`src/rtl/sub_nibble_serial.sv`:
```
// Serial W-bit subtractor: drives an external 4-bit full subtractor one nibble
// per clock, rippling the borrow through a register between nibbles.
module sub_nibble_serial #(
  parameter int NIB = 4
) (
  input  logic              clk,
  input  logic              rst,
  input  logic              start,
  input  logic [4*NIB-1:0]  opa,
  input  logic [4*NIB-1:0]  opb,
  input  logic              bin_in,
  output logic [3:0]        sub_a,
  output logic [3:0]        sub_b,
  output logic              sub_bin,
  input  logic [3:0]        sub_diff,
  input  logic              sub_bout,
  output logic [4*NIB-1:0]  result,
  output logic              bout_out,
  output logic              ovf,
  output logic              zero,
  output logic              busy,
  output logic              done
);

  localparam int W  = 4 * NIB;
  localparam int IW = $clog2(NIB);

  typedef enum logic [1:0] {
    IDLE = 2'd0,
    RUN  = 2'd1,
    DONE = 2'd2
  } state_t;

  state_t          state;
  logic [IW-1:0]   idx;
  logic            borrow;
  logic [W-1:0]    opa_reg;
  logic [W-1:0]    opb_reg;
  logic [W-1:0]    res_next;
  logic [IW+1:0]   base;
  logic            last;

  assign base = {idx, 2'b00};
  assign last = (idx == IW'(NIB - 1));

  always_comb begin
    sub_a   = '0;
    sub_b   = '0;
    sub_bin = 1'b0;
    if (state == RUN) begin
      sub_a   = opa_reg[base +: 4];
      sub_b   = opb_reg[base +: 4];
      sub_bin = borrow;
    end
  end

  // Result with the current nibble merged in, so flags on the final edge see it
  always_comb begin
    res_next = (result & ~(W'(4'hF) << base)) | (W'(sub_diff) << base);
  end

  always_ff @(posedge clk or posedge rst) begin
    if (rst) begin
      state    <= IDLE;
      idx      <= '0;
      borrow   <= 1'b0;
      opa_reg  <= '0;
      opb_reg  <= '0;
      result   <= '0;
      bout_out <= 1'b0;
      ovf      <= 1'b0;
      zero     <= 1'b0;
      busy     <= 1'b0;
      done     <= 1'b0;
    end else begin
      case (state)
        IDLE: begin
          done <= 1'b0;
          if (start) begin
            opa_reg <= opa;
            opb_reg <= opb;
            borrow  <= bin_in;
            idx     <= '0;
            busy    <= 1'b1;
            state   <= RUN;
          end
        end
        RUN: begin
          result <= res_next;
          borrow <= sub_bout;
          idx    <= idx + 1'b1;
          if (last) begin
            state    <= DONE;
            busy     <= 1'b0;
            done     <= 1'b1;
            bout_out <= sub_bout;
            ovf      <= (opa_reg[W-1] != opb_reg[W-1]) && (res_next[W-1] != opa_reg[W-1]);
            zero     <= (res_next == '0);
          end
        end
        DONE: begin
          done  <= 1'b0;
          state <= IDLE;
        end
        default: begin
          busy  <= 1'b0;
          done  <= 1'b0;
          state <= IDLE;
        end
      endcase
    end
  end

endmodule
```
`config.mk`:
```
export PLATFORM = sky130hd
export DESIGN_NAME = sub_nibble_serial
export DESIGN_NICKNAME = d
export VERILOG_FILES = /design/src/rtl/sub_nibble_serial.sv
export SDC_FILE = /design/constraint.sdc
export NUM_CORES = 1
export LEC_CHECK = 0
export BUFFER_PORTS_ARGS = -buffer_cell sky130_fd_sc_hd__buf_4
export CAP_MARGIN = 25
export CELL_PAD_IN_SITES_DETAIL_PLACEMENT = 1
export CELL_PAD_IN_SITES_GLOBAL_PLACEMENT = 1
export CORE_UTILIZATION = 43
export DETAILED_ROUTE_END_ITERATION = 8
export PLACE_DENSITY = 0.87
export SYNTH_ARGS = -nofsm -noshare
export SYNTH_HDL_FRONTEND = slang
export SYNTH_SLANG_ARGS = --single-unit
export TNS_END_PERCENT = 30
```
`constraint.sdc`:
```
create_clock -name clk -period 2.38 [get_ports clk]
set_input_delay 0.357 -clock clk [delete_from_list [all_inputs] [get_ports clk]]
set_output_delay 0.357 -clock clk [all_outputs]
set_load 0.005 [all_outputs]
```
==> results.md, run 1 <==
* Design area at between 3000 and 4000 µm²
* Max frequency at roughly 0.46 GHz
* Postcts setup bufs at 0
* Register Area at between 1000 and 1500 µm²
* Vias post-DR at ~1900
* Clock slew at the register clock pins of the worst setup and hold paths at approximately 0.070 ns
* Vias in the first global route at between 2000 and 2500
* Clk_lat worst skew at between 0.3 and 0.4 ns
* Synthesized flop and latch total at 58
* Final Setup Violations at 0
* Num CTS Buffers at 9
* Slew HR at 0.5756
* ANT cells at 0
* Row count at 29
* Total Routed Length at ~6.7 mm
* I/O Buffers at 70
* Total GRT Usage at 0.2185
* Max stage delay cell, worst path: mux4_2
* DRC at 0
* Mapped Cells at 193
* Die H at 82.68 µm
* Reg2reg start: idx[1]
* Drt first pass iters at 4
* Crit. Startpoint: idx[0]
* Layout Cells excl Fill at 350
* Setup Total Neg Slack at 0 ns
* Syn Area/Cell at 14.50 µm²
* Yosys top cell area share at 0.5186
* Routed WL per cell at a little under 20 µm
* Final min period at between 2 and 2.5 ns
* Placed cells at around 340
* Data arrival, critical path at 1.81 ns
* Die ar. at 6836 µm²
* Period utilization at 0.9114
* Resize count post-CTS at 0
* Most frequent CP cell: buf_4
* Seq/Total Area, Yosys at 0.5186
* RSZ-0062 raised after global routing: false
* Initial antenna violation count at 0
* Hold buffer count at cts at 0
* Pwr dens at between 1000 and 1500 nW/µm²
* Routability cong. at approximately 0.75
* CTS tree: built
* DP Worst Slack at 0.4435 ns
* Critical-path cell list: buf_4, mux4_2, and2_1, buf_4
* Detailed Place HPWL at a little under 5 mm
* Slew Limit Fails at 0
* Global-route wire length before repair at around 11 mm
* Clock sink count at 58
* Final #Nets at 314
* Die Span X at between 80 and 90 µm
* Crit end category: primary output
* Outcome: finished, final reports clean
* Clock Path Buffers at 2
* Worst stage delay on the critical path at ~0.53 ns
* Area of the multi-input gates at around 1200 µm²
* # IOs at between 70 and 80
* Syn-to-layout area delta at 25.53%
* Yosys Warn Count at 0
* Max_cap viols at 0
* Fillers at approximately 670
* Initial core utilization at 0.4433
* Root Buffer: clkbuf_8
* Cell Area, Placed at between 3000 and 4000 µm²
* Largest net degree at the start of global routing at 33
* Slew @ Worst Pin at between 0.6 and 0.7 ns
* Worst min path class: in2async
* Hold Vio Cnt, Final at 0
* Starting DRT DRC Count at roughly 100
* Clock Skews at 0.005317 ns
* Total chip power at 4.930 mW
* Antenna-violating nets left at 0
* Mapped cell area at around 2800 µm²
* Top post-synthesis cells by area: dfrtp_1 52%, mux2_4 16%, mux4_2 6.4%, a32o_1 4.3%, buf_12 2.9%
* Peak VDD IR at ~0.52 mV
* Fraction of layout cells with a size suffix above 1 at 0.5018
* Core area at approximately 6300 µm²
* Fin worst setup slack at roughly 0.21 ns
* WP data required at around 2.0 ns
* Vias per inst at 5.351
* Area leader, netlist: dfrtp_1
* Total grt overflow at 0
* CP Launch Type: flop
* Synth unique cells at 37
* Syn nets at 238
* Leakage power at approximately 1.7 nW
* H-tree levels at 3
* Crit Path Class: reg2out
* CP max FO at 14
metal layers:
metal / share of wire / GRT usage
met1: 0.42 / 0.2730
met5: 0 / 0
met4: 0.012 / 0.09655
met3: 0.038 / 0.04176
met2: 0.53 / 0.3672
cell usage in the layout (no fill, tap or decap), types with 2 or more instances in the layout:
master,n
a21oi_1,2
a32o_1,12
and2_1,9
buf_4,75
clkbuf_8,11
clkinv_2,3
dfrtp_1,58
ha_1,4
inv_1,5
inv_2,2
mux2_2,2
mux2_4,30
mux4_2,8
nand2_1,18
nor2_1,4
nor2b_1,2
nor2b_2,2
nor4_1,2
o21ai_0,6
worst paths after layout:
kind                          endpoint  slack, ns  depth (start not counted)
max in group asynchronous  opa_reg[12]       1.73                          3
hold / removal              opb_reg[6]      0.004                          2
setup / recovery              sub_b[1]       0.21                          4
hold reg to reg                 borrow       0.48                          2
setup reg to reg                   ovf       0.43                          5
min in group clk              bout_out       0.25                          2
synth_stat cells:
cell        n
a21oi_1     2
a221oi_2    1
a22o_1      1
a22oi_1     1
a32o_1     12
a32oi_1     1
and2_1      9
buf_12      4
buf_2       2
buf_4       1
buf_6       3
clkbuf_1    1
dfrtp_1    58
ha_1        4
inv_1       6
inv_2       1
mux2_1      1
mux2_2      2
mux2_4     30
mux2i_1     1
mux4_2      8
nand2_1    18
nand2_4     1
nor2_1      4
nor2b_1     2
nor2b_2     2
nor2b_4     1
nor3_1      1
nor4_1      2
o2111ai_1   1
o21a_1      1
o21ai_0     6
o21ai_1     1
o21bai_1    1
o22a_1      1
o22ai_1     1
or3_1       1
per-stage QoR:
| stage | utilization | hold WS [ns] |
|---|---|---|
| 2_1_floorplan | - | 0.4418 |
| 3_3_place_gp | 0.5295 | 0.3546 |
| 3_5_place_dp | 0.5295 | 0.3606 |
| 4_1_cts | 0.5565 | 0.004293 |
| 5_1_grt | 0.5565 | 0.01402 |
| 6_report | 0.5565 | 0.004448 |
area by class of cell:
type                            instances  share of cell area
Tap cell                               77             0.02742
Inverter                                7            0.007479
Clock buffer                           12             0.04416
Multi-Input combinational cell        117              0.3376
Timing Repair Buffer                   76              0.1660
Sequential cell                        58              0.4131
Clock inverter                          3            0.004274
report_power, final:
| group | internal [mW] | switching [mW] | total, mW |
|---|---|---|---|
| Clock | 0.424 | 0.373 | 0.796 |
| Combinational | 1.39 | 0.874 | 2.26 |
| Sequential | 1.48 | 0.397 | 1.87 |
| Total | 3.29 | 1.64 | 4.93 |
kinds of logic (layout without fill, tap and decap cells):
family	count (synthesis)	count (layout)	share of synthesized area
buffers and inverters	18	98	0.05766
adders and majority gates	4	4	0.01788
DFF	58	58	0.5186
muxes	42	42	0.2409
and+or+nand+nor	41	41	0.07778
AOI/OAI and AO/OA	30	30	0.08718
worst max-delay path, delay by kind of cell (launching register included):
family | cells | cell delay [ns]
AND/OR/NAND/NOR | 1 | 0.18
flip-flops | 1 | 0.37
multiplexers | 1 | 0.53
buffers and inverters | 2 | 0.40
No activity file was read; power rests on OpenSTA's default activity.
==> inputs of run 2 (changes only) <==
Clock period 2.38 ns to 2.39 ns, I/O delays scaled along.
==> results.md, run 2 (same netlist as run 1, synthesis figures left out) <==
* Postcts setup bufs at 0 (unchanged)
* Antenna-violating nets left at 0 (unchanged)
* Total chip power at 5.056 mW (+2.6%)
* Reg2reg path depth at 5 (unchanged)
* Comb power frac at 0.448 (-0.011)
* Routed WL per cell at 19.18 µm (-0.18%)
* Die Span X at 82.68 µm (unchanged)
* Crit Path Class: reg2out
* Reported net switching power at 1.642 mW (about the same)
* # IOs at 71 (unchanged)
* Worst min path class: in2reg
* Row count at 29 (unchanged)
* CP max FO at 16 (+2)
* Starting DRT DRC Count at 109 (+10%)
* Vias post-DR at 1893 (+1.1%)
* Clock Path Buffers at 2 (unchanged)
* Total GRT Usage at 0.2230 (+0.004436)
* Fin util at 0.5634 (+0.006937)
* Power Internal at 3.414 mW (+3.9%)
* H-tree levels at 3 (unchanged)
* WP data required at 2.03 ns (about the same)
* Hold Vio Cnt, Final at 0 (unchanged)
* Crit end category: primary output
* Setup Total Neg Slack at 0 ns (unchanged)
* I/O Buffers at 70 (unchanged)
* Register Area at 1451 µm² (unchanged)
* Period utilization at 0.9275
* Commonest non-fill, non-tap cell in the layout: buf_4
* Routability cong. at 0.7474 (-0.20%)
* Syn-to-layout area delta at 27.09%
* Resize count post-CTS at 0 (unchanged)
* Die H at 82.68 µm (unchanged)
* Die ar. at 6836 µm² (unchanged)
* Initial core utilization at 0.4433 (unchanged)
* Terminus of the critical flop-to-flop path: ovf
* Most frequent cells in the layout: 75 x buf_4, 58 x dfrtp_1, 30 x mux2_4
* Slew HR at 0.5254 (-0.05028)
* Slew Limit Fails at 0 (unchanged)
* Vias in the first global route at 2046 (-0.29%)
* DRC at 0 (unchanged)
* WHS Path Cells at 2
* Initial antenna violation count at 0 (unchanged)
* Max frequency at approximately 0.45 GHz
* Clock slew at the register clock pins of the worst setup and hold paths at 0.06 ns (about the same)
* CP Launch Type: flop
* R2r setup slk at 0.28 ns (-0.15 ns)
* Detailed Place HPWL at 4.738 mm (-2.6%)
* Clock Skews at 0.01033 ns (+0.005010 ns)
* Hold buffer count at cts at 1 (+1)
* Slew @ Worst Pin at 0.7120 ns (+0.07542 ns)
* Reg2reg start: idx[1]
* Hold Startpoint: sub_bout
* Peak VDD IR at 0.6017 mV (+15%)
* Final Setup Violations at 0 (unchanged)
* Drt first pass iters at 4 (unchanged)
* Fillers at 660 (-0.90%)
* Clk_lat worst skew at 0.34 ns (about the same)
* Hold EP: bout_out
* Largest net degree at the start of global routing at 33 (unchanged)
* Fraction of layout cells with a size suffix above 1 at 0.5000 (-0.001832)
* Num CTS Buffers at 9 (unchanged)
* Final #Nets at 315 (+0.32%)
* Switching share of power at 0.3247 (-0.008556)
* Hold WS at 0.2506 ns (+0.2461 ns)
* Vias per inst at 5.393 (+0.78%)
* Global-route wire length before repair at 10.83 mm (+1.3%)
* Data arrival, critical path at 1.86 ns (+0.05 ns)
* Clock group share of total power at 0.184 (+0.022)
* Register share of total power at 0.368 (-0.012)
* Final min period at between 2 and 2.5 ns
* Core area at 6314 µm² (unchanged)
* Outcome: finished, final reports clean
* Root Buffer: clkbuf_8
* Total grt overflow at 0 (unchanged)
* Total Routed Length at 6.732 mm (+0.10%)
* Area of the multi-input gates at 1186 µm² (unchanged)
* Max_cap viols at 0 (unchanged)
* Pwr dens at 1421 nW/µm² (+1.3%)
* CTS tree: built
* RSZ-0062 raised after global routing: false
* ANT cells at 0 (unchanged)
* Leakage power at 1.698 nW (+1.1%)
* Clock sink count at 58 (unchanged)
-- run 2: worst max-delay path: stages (launching register included) --
cell	delay (ns)
dfrtp_1	0.80
mux4_2	0.41
and2_1	0.18
buf_4	0.13
-- run 2: power groups by stage --
stage               logic (mW)  registers, mW  clock network, mW
global placement          2.16           1.83                  0
floorplan                 1.63           1.74                  0
detailed placement        2.25           1.87                  0
finish                    2.26           1.86              0.929
CTS                       2.29           1.86              0.941
global route              2.48           1.93              0.985
-- run 2: worst max path at each step --
stage | end | slack, ns | cells past startpoint | from
2_1_floorplan | borrow | 0.60 | 1 | rst
3_3_place_gp | ovf | 0.51 | 5 | idx[1]
3_5_place_dp | ovf | 0.42 | 5 | idx[1]
4_1_cts | sub_a[2] | 0.16 | 3 | idx[1]
5_1_grt | sub_a[0] | 0.11 | 3 | idx[1]
6_report | sub_a[2] | 0.17 | 3 | idx[1]
-- run 2: cell type report --
class,count,area share
well taps,77,0.02708
flip-flops and latches,58,0.4080
inverters,7,0.007387
clock inverters,2,0.009849
repair buffers,77,0.1667
multi-input cells,117,0.3335
clock buffers,13,0.04749
-- run 2: per-stage QoR --
stage | instances | setup slack (ns) | area, µm²
floorplan | 193 | 0.6035 | 2799
CTS | 351 | 0.1603 | 3557
detailed placement | 335 | 0.4243 | 3343
global placement | 335 | 0.5141 | 3343
global route | 351 | 0.1126 | 3557
finish | 351 | 0.1733 | 3557
-- run 2: layer usage --
metal,vias up,track usage,part of all wire
li1,855,-,-
met1,974,0.2856,0.43
met2,49,0.3615,0.51
met3,15,0.04615,0.038
met4,0,0.1034,0.027
met5,-,0,0
==> inputs of run 3 (changes only) <==
Settings changed: BUFFER_PORTS_ARGS -buffer_cell sky130_fd_sc_hd__buf_4 to unset, CORE_UTILIZATION 43 to 50, DONT_BUFFER_PORTS set to 1, MAX_ROUTING_LAYER set to met4, PLACE_DENSITY 0.87 to 0.85.
==> results.md, run 3 (same netlist as run 1, synthesis figures left out) <==
* Vias post-DR at 1660 (-12%)
* Routability cong. at 0.7881 (+5.4%)
* Layout Cells excl Fill at 276 (-21%)
* Detailed Place HPWL at 4.602 mm (-2.9%)
* Fin util at 0.5877 (+0.02426)
* Most frequent cells in the layout: 58 x dfrtp_1, 30 x mux2_4, 18 x nand2_1
* Total Routed Length at 6.696 mm (-0.53%)
* Clk_lat worst skew at 0.34 ns (about the same)
* Die ar. at 5901 µm² (-14%)
* Vias in the first global route at 1909 (-6.7%)
* Outcome: finished, final reports clean
* Max stage delay cell, worst path: dfrtp_1
* Die H at 76.82 µm (-7.1%)
* Final Setup Violations at 0 (unchanged)
* Worst min path class: in2reg
* Drt first pass iters at 4 (unchanged)
* Total grt overflow at 0 (unchanged)
* Clock sink count at 58 (unchanged)
* Critical-path cell list: buf_4, mux4_2, and2_1
* Root Buffer: clkbuf_8
* Crit end category: primary output
* Slew Limit Fails at 0 (unchanged)
* R2r setup slk at 0.72 ns (+0.44 ns)
* Postcts setup bufs at 0 (unchanged)
* Crit. Startpoint: idx[1]
* CTS tree: built
* Period utilization at 0.8308 (-0.09664)
* CP Depth at 3 (unchanged)
* Reg2reg path depth at 5 (unchanged)
* Fillers at 506 (-23%)
* RSZ-0062 raised after global routing: false
* Initial core utilization at 0.5344 (+0.09108)
* # IOs at 71 (unchanged)
* Data arrival, critical path at 1.63 ns (-0.23 ns)
* Leakage power at 1.383 nW (-19%)
* Slew @ Worst Pin at 0.3828 ns (-0.3292 ns)
* Routed WL per cell at 24.26 µm (+26%)
* Setup Total Neg Slack at 0 ns (unchanged)
* CP max FO at 9 (-7)
* Largest net degree at the start of global routing at 33 (unchanged)
* Design area at 3078 µm² (-13%)
* Clock slew at the register clock pins of the worst setup and hold paths at 0.07 ns (about the same)
* Core area at 5238 µm² (-17%)
* Starting DRT DRC Count at 151 (+39%)
* Cell Area, Placed at 2816 µm² (-16%)
* CP Launch Type: flop
* Final min period at 1.986 ns (-0.2310 ns)
* Die Span X at 76.82 µm (-7.1%)
* Delay-heaviest family, CP: flip-flops
* Commonest non-fill, non-tap cell in the layout: dfrtp_1
* Clock Path Buffers at 2 (unchanged)
* DRC at 0 (unchanged)
* WP data required at 2.03 ns (about the same)
* Row count at 26 (-10%)
* Terminus of the critical flop-to-flop path: ovf
* Reg2reg start: idx[1]
* Worst stage delay on the critical path at 0.53 ns (-0.27 ns)
* Antenna-violating nets left at 0 (unchanged)
* Global-route wire length before repair at 11.05 mm (+2.0%)
* I/O Buffers at 0 (-100%)
* ANT cells at 0 (unchanged)
* Max frequency at 0.5036 GHz (+12%)
* Worst path bufs/invs at 1 (unchanged)
* Crit Path Class: reg2out
* Max_cap viols at 0 (unchanged)
* Total GRT Usage at 0.2656 (+0.04268)
* Peak VDD IR at 0.7038 mV (+17%)
* Initial antenna violation count at 0 (unchanged)
* Final #Nets at 246 (-22%)
* Pwr dens at 1586 nW/µm² (+12%)
* Fraction of layout cells with a size suffix above 1 at 0.3398 (-0.1602)
* H-tree levels at 3 (unchanged)
* Clock Skews at 0.007694 ns (-0.002633 ns)
* Placed cells at 259 (-23%)
* Slew HR at 0.7425 (+0.2171)
* Syn-to-layout area delta at 9.969%
* Hold Vio Cnt, Final at 0 (unchanged)
* Critical Path End: sub_b[1]
* Vias per inst at 6.014 (+12%)
* Num CTS Buffers at 9 (unchanged)
run 3: cell types whose count changed in the layout (fill, tap and decap cells not counted), sizes merged:
cell / previous run / this run
clkinv: 1 / 2
clkbuf: 13 / 11
buf: 76 / 7
bufinv: 1 / 3
run 3: cell type report:
type / count / area [µm²] / share of cell area
Sequential cell: 58 / 1451 / 0.4715
Multi-Input combinational cell: 117 / 1186 / 0.3854
Clock buffer: 11 / 151.4 / 0.04919
Clock inverter: 5 / 100.1 / 0.03252
Tap cell: 70 / 87.58 / 0.02846
Timing Repair Buffer: 8 / 75.07 / 0.02439
Inverter: 7 / 26.28 / 0.008537
run 3: metal layers:
metal | global-route usage | vias to the layer above | share of wire
li1 | - | 720 | -
met2 | 0.4223 | 52 | 0.52
met3 | 0.07738 | 12 | 0.054
met1 | 0.3098 | 876 | 0.40
met4 | 0.1250 | 0 | 0.021
met5 | - | - | 0
run 3: stage by stage:
step | setup slack [ns] | hold WS, ns | total power, mW
floorplan | 0.6035 | 0.4418 | 3.370
global placement | 0.8270 | 0.2137 | 3.541
detailed placement | 0.6936 | 0.2308 | 3.717
CTS | 0.3699 | 0.1352 | 4.934
global route | 0.3415 | 0.1371 | 5.180
finish | 0.4043 | 0.1504 | 4.880
run 3: where the power goes:
part	switching, mW	internal (mW)
clock network	0.401	0.746
logic	0.796	1.03
registers	0.437	1.47
run 3: how the worst min path moves through the flow:
stage                      from          to  slack, ns  depth (start not counted)
floorplan                borrow      borrow       0.44                          2
global placement            rst  opb_reg[3]       0.21                          1
detailed placement          rst  opb_reg[3]       0.23                          1
CTS                 sub_diff[3]  result[15]       0.14                          2
global route             opa[8]  opa_reg[8]       0.14                          1
finish              sub_diff[3]  result[15]       0.15                          2
run 3: repair_timing:
action | 4_1_cts | 5_1_grt
hold buffers | 1 | 0
hold endpoints to repair | 14 | 0
setup endpoints to repair | 0 | 0
resized for setup | 0 | 0
